## src/rtl/if_fetch_queue.sv

```systemverilog
// Fetch stage with an in-order queue of outstanding icache requests, redirect squashing
// and a delay-slot FSM. Define IF_PERF_CNT_EN to build the request/kill performance counters.
module if_fetch_queue #(
  parameter int                ADDR_W       = 32,
  parameter int                FETCH_W      = 4,
  parameter int                QDEPTH       = 4,
  parameter logic [ADDR_W-1:0] RESET_VECTOR = '0
) (
  input  logic              clk,
  input  logic              rst_,
  input  logic              bp_if_en,
  input  logic [ADDR_W-1:0] bp_if_target,
  input  logic              bp_if_delot_en,
  input  logic [ADDR_W-1:0] bp_if_delot_pc,
  output logic [ADDR_W-1:0] if_bp_pc,
  input  logic              ex_bp_error,
  input  logic [ADDR_W-1:0] ex_new_target,
  input  logic              exc_flush_all,
  input  logic [ADDR_W-1:0] cp0_if_excaddr,
  output logic              if_icache_req,
  output logic [ADDR_W-1:0] if_icache_pc,
  input  logic              icache_addr_ok,
  input  logic              icache_data_ok,
  output logic              if_resp_ready,
  input  logic              id_allin,
  output logic              if_resp_valid,
  output logic [ADDR_W-1:0] if_resp_pc,
  output logic [FETCH_W-1:0] if_resp_mask,
  output logic              if_resp_delot,
  output logic [31:0]       if_perf_req_cnt,
  output logic [31:0]       if_perf_kill_cnt
);

  localparam int OFF_W = (FETCH_W > 1) ? $clog2(FETCH_W) : 1;
  localparam int PTR_W = $clog2(QDEPTH);
  localparam logic [ADDR_W-1:0]  GRP_BYTES = ADDR_W'(FETCH_W * 4);
  localparam logic [PTR_W:0]     FULL_CNT  = (PTR_W + 1)'(QDEPTH);
  localparam logic [FETCH_W-1:0] MASK_ALL  = '1;
  localparam logic [FETCH_W-1:0] MASK_ONE  = FETCH_W'(1);

  typedef enum logic {SEQ, DELOT} state_t;

  state_t            state, state_nxt;
  logic              run;
  logic [ADDR_W-1:0] pc, pc_nxt, tgt, tgt_nxt, seq_pc;
  logic [OFF_W-1:0]  off;
  logic [FETCH_W-1:0] push_mask;

  logic [ADDR_W-1:0]  q_pc    [QDEPTH];
  logic [FETCH_W-1:0] q_mask  [QDEPTH];
  logic [QDEPTH-1:0]  q_delot;
  logic [QDEPTH-1:0]  q_stale;
  logic [PTR_W-1:0]   wr_ptr, rd_ptr;
  logic [PTR_W:0]     count;

  logic full, hs, pop, redirect;

  assign full          = (count == FULL_CNT);
  assign if_icache_req = run & ~full & id_allin;
  assign hs            = if_icache_req & icache_addr_ok;
  assign pop           = icache_data_ok & (count != '0);
  assign redirect      = exc_flush_all | ex_bp_error;
  assign if_bp_pc      = pc;
  assign if_icache_pc  = pc;
  assign if_resp_ready = id_allin;

  assign off       = (FETCH_W > 1) ? pc[OFF_W+1:2] : '0;
  assign push_mask = (state == DELOT) ? (MASK_ONE << off) : (MASK_ALL << off);
  assign seq_pc    = (pc & ~(GRP_BYTES - 1'b1)) + GRP_BYTES;

  always_comb begin
    state_nxt = state;
    pc_nxt    = pc;
    tgt_nxt   = tgt;
    if (hs) begin
      if (state == SEQ) begin
        if (bp_if_delot_en) begin
          pc_nxt    = bp_if_delot_pc;
          tgt_nxt   = bp_if_target;
          state_nxt = DELOT;
        end else if (bp_if_en) begin
          pc_nxt = bp_if_target;
        end else begin
          pc_nxt = seq_pc;
        end
      end else begin
        pc_nxt    = tgt;
        state_nxt = SEQ;
      end
    end
    // Redirects override whatever the handshake decided this cycle
    if (exc_flush_all) begin
      pc_nxt    = cp0_if_excaddr;
      state_nxt = SEQ;
    end else if (ex_bp_error) begin
      pc_nxt    = ex_new_target;
      state_nxt = SEQ;
    end
  end

  always_ff @(posedge clk or posedge rst_) begin
    if (rst_) begin
      state  <= SEQ;
      run    <= 1'b0;
      pc     <= RESET_VECTOR;
      tgt    <= '0;
      wr_ptr <= '0;
      rd_ptr <= '0;
      count  <= '0;
    end else begin
      state <= state_nxt;
      run   <= 1'b1;
      pc    <= pc_nxt;
      tgt   <= tgt_nxt;
      if (hs)  wr_ptr <= wr_ptr + 1'b1;
      if (pop) rd_ptr <= rd_ptr + 1'b1;
      case ({hs, pop})
        2'b10:   count <= count + 1'b1;
        2'b01:   count <= count - 1'b1;
        default: count <= count;
      endcase
    end
  end

  // Queue storage; an entry pushed during a redirect is born stale
  always_ff @(posedge clk) begin
    if (redirect) q_stale <= '1;
    if (hs) begin
      q_pc[wr_ptr]    <= pc;
      q_mask[wr_ptr]  <= push_mask;
      q_delot[wr_ptr] <= (state == DELOT);
      q_stale[wr_ptr] <= redirect;
    end
  end

  always_ff @(posedge clk or posedge rst_) begin
    if (rst_) begin
      if_resp_valid <= 1'b0;
      if_resp_pc    <= '0;
      if_resp_mask  <= '0;
      if_resp_delot <= 1'b0;
    end else begin
      if_resp_valid <= pop & ~q_stale[rd_ptr] & ~redirect;
      if (pop) begin
        if_resp_pc    <= q_pc[rd_ptr];
        if_resp_mask  <= q_mask[rd_ptr];
        if_resp_delot <= q_delot[rd_ptr];
      end
    end
  end

`ifdef IF_PERF_CNT_EN
  logic        kill;
  logic [31:0] req_cnt, kill_cnt;

  assign kill = pop & (q_stale[rd_ptr] | redirect);

  always_ff @(posedge clk or posedge rst_) begin
    if (rst_) begin
      req_cnt  <= '0;
      kill_cnt <= '0;
    end else begin
      if (hs)   req_cnt  <= req_cnt + 1'b1;
      if (kill) kill_cnt <= kill_cnt + 1'b1;
    end
  end

  assign if_perf_req_cnt  = req_cnt;
  assign if_perf_kill_cnt = kill_cnt;
`else
  assign if_perf_req_cnt  = '0;
  assign if_perf_kill_cnt = '0;
`endif

endmodule

```

## config.mk

```make
export PLATFORM = sky130hd
export DESIGN_NAME = if_fetch_queue
export DESIGN_NICKNAME = d
export VERILOG_FILES = /design/src/rtl/if_fetch_queue.sv
export SDC_FILE = /design/constraint.sdc
export NUM_CORES = 1
export LEC_CHECK = 0
export ABC_AREA = 1
export ABC_CLOCK_PERIOD_IN_PS = 3900
export CAP_MARGIN = 20
export CORE_MARGIN = 5
export CORE_UTILIZATION = 30
export DETAILED_ROUTE_END_ITERATION = 12
export GPL_TIMING_DRIVEN = 0
export PLACE_DENSITY_LB_ADDON = 0.1
export SLEW_MARGIN = 20
export SYNTH_ARGS = -nofsm -noshare
export SYNTH_HDL_FRONTEND = slang
export SYNTH_SLANG_ARGS = --single-unit
```

## constraint.sdc

```tcl
create_clock -name clk -period 3.9 [get_ports clk]
set_input_delay 0.585 -clock clk [delete_from_list [all_inputs] [get_ports clk]]
set_output_delay 0.585 -clock clk [all_outputs]
set_load 0.005 [all_outputs]
```

Word level (Yosys, flattened, before mapping) --
Memory sizes are Yosys's and may differ from the RTL's. A register that Yosys moved wholly into a read port is not among the register bits. Cells that the tools add are included.
Word-level totals: bits in registers 83, RAM bits 144, input port bits 137, word-level logic and storage cells 67, memories kept 2
Memory list:
- q_pc | words 4, width 32, rd ports 1, clocked after memory_dff 1, write ports 1, line 49 | logic [ADDR_W-1:0] q_pc [QDEPTH];
- q_mask | words 4, width 4, rd ports 1, clocked after memory_dff 1, write ports 1, line 50 | logic [FETCH_W-1:0] q_mask [QDEPTH];
Operators by class: add/sub/neg operators 5, magnitude comparators 3, equality and inequality tests 3, shift-type cells 2, multiplexer cells 25, bitwise gates (word level) 11, reductions and logical operators 5
Operators by type and width (number):
- 32-bit 2-to-1 mux | 6
- 32-bit by 5-bit adder with 32-bit output, second input constant | 1
- 4-bit 2-to-1 mux | 3
- 1-bit 2-to-1 mux | 10
- 4-bit bitwise mux | 2
- 1-bit bitwise AND | 6
- 2-bit by 3-bit less-than comparator with 1-bit output, second input constant | 2
- 3-bit case mux with 2 select lines | 1
- 3-bit nonzero test | 2
- 2-bit by 1-bit adder with 2-bit output, second input constant | 2
- 1-bit binary-select mux with 2-bit select | 2
- 1-bit NOT | 4
- 1-bit by 2-bit << shifter with 4-bit output, first input constant | 1
- 4-bit by 2-bit << shifter with 4-bit output, first input constant | 1
- 3-bit by 1-bit adder with 3-bit output, second input constant | 1
- 3-bit == test, second input constant | 1
- 3-bit AND reduction | 1
- 3-bit by 1-bit subtractor with 3-bit output, second input constant | 1
- 1-bit demux with 2-bit select | 1
- 2-bit by 1-bit == test with 1-bit output, second input constant | 1
- 2-bit == test, second input constant | 1
- 2-bit by 1-bit greater-or-equal comparator with 1-bit output, second input constant | 1
- 2-bit nonzero test | 1
- 1-bit logical AND | 1
- 1-bit bitwise OR | 1

Longest topological paths before layout --
Gate-level depths: netlist of run 1.
depth after elaboration 8, depth in mapped cells 13, depth with buffers taken out 13

Worst setup path before layout of run 1 --
OpenSTA, ideal clock, no wires.
path kind input to register, from in id_allin, to reg q_delot[2], enable pin, arrival 2.718 ns, setup slack 0.750 ns, stages on the path 5, cells stage by stage nand2_1 > a31oi_4 > nand2_1 > buf_2 > nor2_1
Between the ends: longest elaborated chain between the ends 2
RTL lines:
- from (decl) | line 25 | input logic id_allin,
- 1-bit bitwise AND | line 59 | assign if_icache_req = run & ~full & id_allin;
- named net if_icache_req | line 20 | output logic if_icache_req,
- 1-bit bitwise AND | line 60 | assign hs = if_icache_req & icache_addr_ok;
- to (signal, indexed assignment) | line 131 | q_delot[wr_ptr] <= (state == DELOT);
- to (decl) | line 51 | logic [QDEPTH-1:0] q_delot;
The timed path passes the listed nets, and every way through them passes these cells. A chain may end at the register's enable or synchronous reset.

Final worst setup path of run 1 --
from reg count[0], to reg count[1]
Between the ends: longest elaborated chain between the ends 7, elaborated cells between the ends (all ways) 13, those cells by class add/sub (2); eq/ne (3); mux (1); bitwise (5); reduce/logical (2)
RTL lines:
- from (decl) | line 54 | logic [PTR_W:0] count;
- from (signal assigned) | line 118 | 2'b10: count <= count + 1'b1;
- from (signal assigned) | line 119 | 2'b01: count <= count - 1'b1;
- from (signal assigned) | line 120 | default: count <= count;
- 3-bit == test | line 58 | assign full = (count == FULL_CNT);
- 1-bit NOT | line 59
- 1-bit bitwise AND (2 in a row) | line 59
- 1-bit bitwise AND | line 60
- 2-bit by 1-bit == test with 1-bit output / 2-bit == test (equally long branches) | line 117 | case ({hs, pop})
- 3-bit case mux with 2 select lines / 2-bit nonzero test (equally long branches)
Parallel ways exist; a longest one is shown, timed or not.

==> metrics.md, run 1 <==
| Metric | Value |
|---|---|
| Total CTS buffers | `30` |
| Starting DRT DRC Count | `589` |
| Clock tree root driver cell | `clkbuf_16` |
| Post-DR wirelength/cell | `19.9 µm` |
| Post-layout worst setup margin | `1.10 ns` |
| First-pass GRT wire length | `approximately 69 mm` |
| Synth-to-Final Area Change | `33.9%` |
| GRT met3 Usage | `3.17%` |
| Synth async-reset ratio | `42.2%` |
| Critical path depth | `8` |
| Result of the run | `completed` |
| Floorplan die area | `47200 µm²` |
| Share of the yosys chip area belonging to registers | `a little under three fifths` |
| Remaining max-slew budget at the tightest pin | `37.7%` |
| Arrival time worst endpoint | `roughly 3.3 ns` |
| Die outline width | `approximately 220 µm` |
| DR vias/cell | `4.65` |
| Critical path required time | `4.38 ns` |
| Worst hold path type | `in -> async` |
| Slack of the worst reg-to-reg path | `1.10 ns` |
| Main flop type after synthesis | `edfxtp_1` |
| Placed Area | `16300 µm²` |
| DRT Wirelength | `45.9 mm` |
| Worst r2r dst | `count[1]` |
| Placement row count | `75` |
| Leakage power | `6.99 nW` |
| Worst clock skew | `around 0.013 ns` |
| Cell types occupying the most area after synthesis | `edfxtp_1, dfrtp_1, nor2_1` |
| Maximum count of clock buffers along a single path | `3` |
| Number of nets still failing antenna checks after routing | `0` |
| FF+latch count, synth | `263` |
| Most frequent standard cell in the layout excluding fill and tap cells | `nor2_1` |
| Max-cap viol count | `0` |
| Share of the core filled with cells in the final layout | `40.8%` |
| Clock latency of the later-clocked register in the worst-skew pair | `0.56 ns` |
| Beginning of the critical path | `count[0]` |
| Most used cells in the layout excluding fill and tap cells | `nor2_1, clkdlybuf4s50_1, nand2_1` |
| Slew Viols, Final | `0` |
| Routability congestion estimate | `0.915` |
| Worst Path Class, Setup | `reg -> reg` |
| Setup Fix Bufs, Post-CTS | `0` |
| Critical Path, Cell by Cell | `o31ai_1, inv_2, buf_2, buf_2, ha_1, inv_1, fa_1, o21ai_0` |
| Area of the core region | `roughly 42000 µm²` |
| Worst setup slack before clock tree synthesis | `0.678 ns` |
| R2R depth | `8` |
| Final design instance area without fill | `between 15000 and 20000 µm²` |
| Final critical-path share of the clock period | `a little under three quarters` |
| Cell accounting for the most synthesized area | `edfxtp_1` |
| Fraction of layout instances using a drive strength above 1 | `between 10 and 15%` |
| Most frequent cell on the critical path | `buf_2` |
| Delay of the slowest cell on the worst path | `0.80 ns` |
| Placed cell count | `around 2300` |
| Top Usage Layer GRT | `met2` |
| Top achievable clock speed | `357 MHz` |
| Remaining global-route overflow | `0` |
| All-Layer GR Usage | `a little under a fifth` |
| Critical Path Source Type | `flop` |
| Total number of H-tree levels | `1` |
| Power Dens Cells | `~550 nW/µm²` |
| Cell type group with the largest total delay on the critical path | `compound AO/OA/AOI/OAI gates` |
| Bufs and invs on worst path | `4` |
| Met1 Usage GRT | `around a quarter` |
| Number of search-and-repair iterations in the first detailed-routing pass | `6` |
| Peak ir drop on the vdd network | `between 0.3 and 0.4 mV` |
| Critical path capture point type | `flop` |
| Number of global-route vias before repair | `approximately 11000` |
| Share of the synthesized area in the top cell type | `about 35%` |
| Number of gates resized after CTS | `0` |
| Source of the worst register-to-register timing path | `count[0]` |
| RSZ-0062 raised after global routing | `false` |
| Number of distinct library cells after synthesis | `43` |
| Port buffer count | `between 200 and 250` |
| Endpoints failing setup | `0` |
| Sum of net half-perimeters after detailed placement | `34.5 mm` |
| Total DRC errors in the routed layout | `0` |
| Cell Area, Synth | `12900 µm²` |
| Yosys synthesis warning count | `0` |
| Number of enable-type register cells in the synthesized netlist | `148` |
| Initial antenna violation count | `0` |
| CP endpoint | `count[1]` |
| Synthesized area per cell | `9.16 µm²` |
| Transition time at the pin with the least slew margin | `between 0.9 and 1 ns` |
| Total number of nets in the final design | `1888` |
| Final non-filler cell total | `between 2000 and 2500` |
| Final Hold Fails | `0` |
| Maximum number of pins on one net before global-route repair | `a little under 70` |
| Shortest clock period the worst path allows after layout | `about 2.8 ns` |
| Antenna Diode Count | `0` |
| Via count of the routed design | `around 11000` |
| Clock-pin slew reported for the worst setup and hold paths after clock tree synthesis | `0.06 ns` |
| Met2 Use GR | `32.7%` |
| TritonCTS clock tree | `built` |
| Count of hold-fix buffers inserted at cts | `0` |
| CTS sink count | `263` |
| Synth Instances | `1406` |
| Top fanout value on the critical path | `10` |
| Vert. Die Dim | `217 µm` |
| Initial cell density of the core | `30.5%` |
| Worst-path cell with the longest stage delay | `o31ai_1` |
| Count of pins on the block boundary | `305` |
how the worst min path moves through the flow:
stage                 end  depth (start not counted)
6_report           tgt[0]                          2
5_1_grt            tgt[0]                          2
3_5_place_dp   q_stale[0]                          2
4_1_cts            tgt[0]                          2
2_1_floorplan  q_stale[1]                          2
3_3_place_gp   q_stale[1]                          2
power breakdown:
group          internal (mW)  switching [mW]  total, mW  leakage (nW)
sequential              3.48           0.448       3.93          2.66
combinational           1.35            1.62       2.97          3.90
clock                   1.51            1.12       2.63         0.430
total                   6.34            3.19       9.53          6.99
synth_stat cells (all sizes together) (3+ instances only):
master / count
o211ai: 7
a21oi: 80
buf: 130
dfrtp: 111
inv: 70
nand3b: 8
nand4: 5
clkbuf: 42
edfxtp: 148
mux2: 4
nand3: 29
o21ai: 132
a211oi: 3
a22o: 18
xnor2: 10
nor2: 328
a31oi: 44
dfxtp: 4
nand2: 203
a22oi: 7
ha: 6
state kept, by name, indices dropped and copies added, names as in the netlist:
signal,count
count,3
if_bp_pc,32
if_resp_delot,1
if_resp_mask,4
if_resp_pc,32
if_resp_valid,1
q_delot,4
q_mask,16
q_pc,128
q_stale,4
rd_ptr,2
run,1
state,1
tgt,32
wr_ptr,2
through the flow:
stage	TNS [ns]	power, mW	hold WS, ns
global route	0	10.2	0.447
detailed placement	0	7.02	0.465
floorplan	0	5.42	0.436
CTS	0	9.67	0.416
global placement	-405.00	6.95	0.447
finish	0	9.53	0.418
kinds of logic (layout without fill, tap and decap cells):
kind of cell	Yosys count	in the layout	share of synthesized area (%)
flip-flops	263	263	56.7
AND/OR/NAND/NOR	573	573	17.8
XOR/XNOR	12	12	0.816
adder cells (fa/ha/maj)	7	7	0.739
buffers and inverters	244	541	10.2
AO/OA/AOI/OAI	301	301	13.3
other	2	65	0.0583
multiplexers	4	4	0.350
cell type report:
cell class                      count  area (µm²)
Timing Repair Buffer              243        2510
Inverter                           72         278
Multi-Input combinational cell    962        4520
Tap cell                          539         674
Clock buffer                       47         825
Fill cell                        4275       25000
Clock inverter                      7        72.6
Buffer                            172        1040
Sequential cell                   263        7300
per-layer routing:
layer	vias up	wire length, µm
met2	297	22100
met1	5142	20700
li1	5241	-
met3	46	2370
met5	-	0
met4	0	644
No activity file was read; power rests on OpenSTA's default activity.
==> run 2, diff against run 1 <==
--- a/config.mk
+++ b/config.mk
@@ -6,7 +6,7 @@
 export NUM_CORES = 1
 export LEC_CHECK = 0
 export ABC_AREA = 1
-export ABC_CLOCK_PERIOD_IN_PS = 3900
+export ABC_CLOCK_PERIOD_IN_PS = 2300
 export CAP_MARGIN = 20
 export CORE_MARGIN = 5
 export CORE_UTILIZATION = 30
==> constraint.sdc (replaced) <==
create_clock -name clk -period 2.3 [get_ports clk]
set_input_delay 0.345 -clock clk [delete_from_list [all_inputs] [get_ports clk]]
set_output_delay 0.345 -clock clk [all_outputs]
set_load 0.005 [all_outputs]
==> metrics.md, run 2 (synthesis gave the netlist of run 1 again) <==
| Metric | Value |
|---|---|
| Slew Viols, Final | `0 (unchanged)` |
| Most frequent standard cell in the layout excluding fill and tap cells | `nor2_1` |
| Total number of H-tree levels | `1 (unchanged)` |
| Final Hold Fails | `0 (unchanged)` |
| Antenna Diode Count | `0 (unchanged)` |
| Final non-filler cell total | `2309 (+0.17%)` |
| Source of the worst register-to-register timing path | `count[1]` |
| Most used cells in the layout excluding fill and tap cells | `nor2_1, clkdlybuf4s50_1, nand2_1` |
| Maximum count of clock buffers along a single path | `3 (unchanged)` |
| Result of the run | `completed` |
| Sum Neg Setup Slack | `0 ns (unchanged)` |
| Remaining max-slew budget at the tightest pin | `46.8% (+9.1 points)` |
| Clock-pin slew reported for the worst setup and hold paths after clock tree synthesis | `0.06 ns (about the same)` |
| First-pass GRT wire length | `69.0 mm (+0.40%)` |
| Top fanout value on the critical path | `10 (unchanged)` |
| Area of the core region | `42200 µm² (unchanged)` |
| Filler Cell Count | `4208 (-1.6%)` |
| Sum of net half-perimeters after detailed placement | `35.0 mm (+1.2%)` |
| Peak ir drop on the vdd network | `0.395 mV (+25%)` |
| Top achievable clock speed | `444 MHz` |
| Maximum number of pins on one net before global-route repair | `30 (-56%)` |
| Die outline width | `217 µm (unchanged)` |
| Worst-path cell with the longest stage delay | `dfrtp_1` |
| Placement row count | `75 (unchanged)` |
| Final critical-path share of the clock period | `97.9%` |
| Worst hold path type | `in -> async` |
| DRT Wirelength | `45.9 mm (about the same)` |
| Arrival time worst endpoint | `1.91 ns (-1.36 ns)` |
| Worst setup slack before clock tree synthesis | `-0.721 ns (-1.40 ns)` |
| Post-DR wirelength/cell | `19.9 µm (-0.24%)` |
| Hold_ws | `0.115 ns (-0.303 ns)` |
| Max-cap viol count | `0 (unchanged)` |
| Placed cell count | `2253 (+0.089%)` |
| Top Usage Layer GRT | `met2` |
| Vert. Die Dim | `217 µm (unchanged)` |
| Placed Area | `16400 µm² (+0.13%)` |
| Critical Path, Cell by Cell | `buf_4, clkdlybuf4s50_1` |
| Share of the core filled with cells in the final layout | `41.2% (+0.40 points)` |
| Critical path required time | `1.96 ns (-2.42 ns)` |
| Port buffer count | `237 (unchanged)` |
| Count of hold-fix buffers inserted at cts | `0 (unchanged)` |
| GRT met3 Usage | `3.35% (+0.18 points)` |
| Shortest clock period the worst path allows after layout | `between 2 and 2.5 ns` |
| Post-layout worst setup margin | `0.0492 ns (-1.05 ns)` |
| Critical path capture point type | `primary output` |
| Number of nets still failing antenna checks after routing | `0 (unchanged)` |
| DR vias/cell | `4.62 (-0.69%)` |
| All-Layer GR Usage | `18.9% (about the same)` |
| Post-route total power | `16.3 mW (+71%)` |
| Total DRC errors in the routed layout | `0 (unchanged)` |
| Register containing the most flip-flops in the final layout | `q_pc` |
| Worst clock skew | `0.0287 ns (+0.0158 ns)` |
| Fraction of layout instances using a drive strength above 1 | `13.3% (+2.1 points)` |
| Delay of the slowest cell on the worst path | `0.63 ns (-0.17 ns)` |
| Initial antenna violation count | `1 (+1)` |
| Synth-to-Final Area Change | `35.2%` |
| TritonCTS clock tree | `built` |
| Beginning of the critical path | `if_bp_pc[12]` |
| R2R depth | `7 (-1)` |
| Met2 Use GR | `32.1% (-0.66 points)` |
| Power Dens Cells | `936 nW/µm² (+69%)` |
| Starting DRT DRC Count | `655 (+11%)` |
| Leakage power | `7.04 nW (+0.76%)` |
| Clock latency of the later-clocked register in the worst-skew pair | `0.57 ns (about the same)` |
| RSZ-0062 raised after global routing | `true` |
| Initial cell density of the core | `30.5% (unchanged)` |
| Met1 Usage GRT | `25.5% (+0.027 points)` |
| CTS sink count | `263 (unchanged)` |
| Endpoints failing setup | `0 (unchanged)` |
| Floorplan die area | `47200 µm² (unchanged)` |
| Final design instance area without fill | `17400 µm² (+0.97%)` |
| Total number of nets in the final design | `1891 (+0.16%)` |
| Via count of the routed design | `10670 (-0.52%)` |
| Number of search-and-repair iterations in the first detailed-routing pass | `5 (-1)` |
| Flip-flop count of the largest register after layout | `128 (unchanged)` |
| Worst Path Class, Setup | `reg -> out` |
| Critical Path Source Type | `flop` |
| Total CTS buffers | `29 (-3.3%)` |
| Transition time at the pin with the least slew margin | `0.798 ns (-0.128 ns)` |
| Clock tree root driver cell | `clkbuf_16` |
| Remaining global-route overflow | `0 (unchanged)` |
| Number of global-route vias before repair | `10811 (-0.27%)` |
| Routability congestion estimate | `0.885 (-3.2%)` |
| Count of pins on the block boundary | `305 (unchanged)` |
[run 2: cell count changes in the layout (fill, tap and decap cells not counted), moves of 2 or more]
cell        before  now
buf_12           3   10
clkinv_2         3    6
buf_16           3    1
clkbuf_1        58   47
clkbuf_2         0    2
clkinvlp_4       1    3
buf_4           97   99
dfrtp_2          0   23
clkinv_1         3    5
buf_2           27   24
dfrtp_1        111   88
clkinv_4         0    2
[run 2: layer usage]
| metal | up-vias | wire (µm) |
|---|---|---|
| met5 | - | 13 |
| met4 | 2 | 923 |
| met3 | 67 | 2640 |
| met2 | 313 | 22000 |
| met1 | 5039 | 20300 |
| li1 | 5249 | - |
[run 2: what timing repair did]
action,4_1_cts,5_1_grt
buffers inserted,3,1
gates resized for setup,16,19
pin swaps,2,2
setup endpoints to repair,68,52
[run 2: area by class of cell]
type / count / area (µm²) / share of cell area [%]
Buffer: 170 / 1050 / 6.01
Clock buffer: 38 / 769 / 4.42
Clock inverter: 16 / 154 / 0.884
Inverter: 72 / 277 / 1.59
Multi-Input combinational cell: 962 / 4540 / 26.1
Sequential cell: 263 / 7330 / 42.1
Tap cell: 539 / 674 / 3.88
Timing Repair Buffer: 249 / 2610 / 15.0
[run 2: critical path: cells and delay by family, from the launching register on]
kind / cells / cell delay (ns)
buf+inv: 2 / 0.71
flops: 1 / 0.63
[run 2: final timing paths]
| path | endpoint | slack [ns] |
|---|---|---|
| worst max-delay path | if_icache_pc[12] | 0.05 |
| worst min-delay path | tgt[0] | 0.11 |
| worst max register to register | count[1] | 0.06 |
| worst min register to register | q_stale[1] | 0.46 |
| max in group asynchronous | if_resp_pc[25] | 1.47 |
| min in group clk | tgt[3] | 0.28 |
[run 2: where the power goes]
group / total, mW / internal [mW] / switching [mW]
clock network: 4.56 / 2.60 / 1.96
logic: 5.04 / 2.31 / 2.73
registers: 6.69 / 5.92 / 0.772
==> edit, RTL diff (config.mk and constraints of run 2) <==
The option `IF_PERF_CNT_EN` is turned on by a define.
--- a/src/rtl/if_fetch_queue.sv
+++ b/src/rtl/if_fetch_queue.sv
@@ -1,5 +1,7 @@
 // Fetch stage with an in-order queue of outstanding icache requests, redirect squashing
 // and a delay-slot FSM. Define IF_PERF_CNT_EN to build the request/kill performance counters.
+`define IF_PERF_CNT_EN
+
 module if_fetch_queue #(
   parameter int                ADDR_W       = 32,
   parameter int                FETCH_W      = 4,
Formal check against the unedited RTL: not equivalent (a bounded check fails within 4 cycles, from zero or initial values and one cycle with rst_ high).
==> edit against run 2 <==
Synthesized area rose by 24%; design area is 24% higher; total power rose by 25%; clock skew down 13 ps; clock power up 34%; synthesized cell count rose by 26%; routed wire length up 26%; sequential cell count increased by 64; worst setup slack better by 6.9 ps; critical path type is now reg -> reg; non-clock buffer count increased by 16.
==> edit: results (changes against run 2) <==
----------------------------------------------------
[Outcome]
  Status ... completed (unchanged)

[STA]
  Slew @ Worst Pin ... 820 ps (was 798 ps)
  Worst clock skew ... 15.4 ps (was 28.7 ps)
  Fmax ... 446 MHz (was 444 MHz)

[Route]
  First-pass iteration count of the detailed router ... 6 (was 5)
  Count of routing violations after the opening detailed-route iteration ... 858 (was 655)
  Met3 WL post-DR ... 3.20 mm (was 2.64 mm)
  Routed wl met2 ... 27.4 mm (was 22.0 mm)
  Detailed Route WL ... 57.8 mm (was 45.9 mm)

[Logic synthesis]
  Asr flop ratio synth ... 53.5% (was 42.2%)
  Dominant register cell in the synthesized netlist ... sky130_fd_sc_hd__dfrtp_1 (was sky130_fd_sc_hd__edfxtp_1)
  Seq/Total Area, Yosys ... 56.0% (was 56.7%)
  Adder-cell share of the synthesized area ... 0.755% (was 0.739%)
  Number of different library cells in the post-synthesis netlist ... 44 (was 43)
  Complex-gate fraction of the synthesized area ... 10.8% (was 13.3%)

[Placement]
  Placement-stage cell area ... 0.0201 mm^2 (was 0.0164 mm^2)
  Pre-CTS setup slack ... -791 ps (was -721 ps)
  Cell total after placement ... 2775 (was 2253)
  Detailed placer's ending HPWL ... 43.5 mm (was 35.0 mm)

[Finish]
  Number of multi-input combinational cells in the layout ... 1240 (was 962)
  Post-route insts no fill ... 2854 (was 2309)
  Area growth from synthesis to layout ... 35.3% (was 35.2%)
  Data buffer area share ... 18.5% (was 21.0%)
  Clk_buf instances ... 48 (was 38)
  Antenna diodes ... 1 (was 0)
  Number of nets at the end of the flow ... 2279 (was 1891)
  Register cell area after layout ... 0.00893 mm^2 (was 0.00733 mm^2)
  Buffer count excluding the clock tree in the final layout ... 435 (was 419)
  Non-Clock Inverter Count ... 89 (was 72)

[Power]
  Switching power ... 6.85 mW (was 5.46 mW)
  Worst IR Drop VDD ... 460 uV (was 395 uV)
  Power Dens Cells ... 946 mW/mm^2 (was 936 mW/mm^2)
  P_comb ... 5.96 mW (was 5.04 mW)

[Clock tree]
  Setup bufs post-CTS ... 1 (was 3)
  Number of sinks on the clock net ... 327 (was 263)
  TritonCTS Buffers ... 40 (was 29)

[Setup path]
  Signal arrival time at the worst endpoint ... 2670 ps (was 1910 ps)
  Depth of the worst register-to-register path ... 11 (was 7)
  Worst setup path class ... reg -> reg (was reg -> out)

[Global routing]
  Global-route wire length before repair ... 86.9 mm (was 69.0 mm)
  GR met1 Demand/Resource ... 27.1% (was 25.5%)
  Maximum number of pins on one net before global-route repair ... 31 (was 30)

[Die]
  Width of the die ... 240 um (was 217 um)

----------------------------------------------------
[edit: worst max-delay path, stage by stage (launching register included)]
cell	delay, ps
sky130_fd_sc_hd__dfrtp_1	420
sky130_fd_sc_hd__nor3_4	180
sky130_fd_sc_hd__nor2_2	70
sky130_fd_sc_hd__nand2_4	110
sky130_fd_sc_hd__buf_8	150
sky130_fd_sc_hd__buf_12	160
sky130_fd_sc_hd__ha_1	150
sky130_fd_sc_hd__inv_1	60
sky130_fd_sc_hd__fa_1	390
sky130_fd_sc_hd__a21oi_1	150
sky130_fd_sc_hd__o21ai_0	110
sky130_fd_sc_hd__xor2_1	150
[edit: kinds of logic (layout without fill, tap and decap cells)]
group / count (synthesis) / after routing
xor gates and xnor gates: 72 / 72
muxes: 5 / 5
DFF: 327 / 327
other: 1 / 2
AOI/OAI and AO/OA: 304 / 304
buffers and inverters: 206 / 598
adders and majority gates: 9 / 9
and+or+nand+nor: 849 / 849
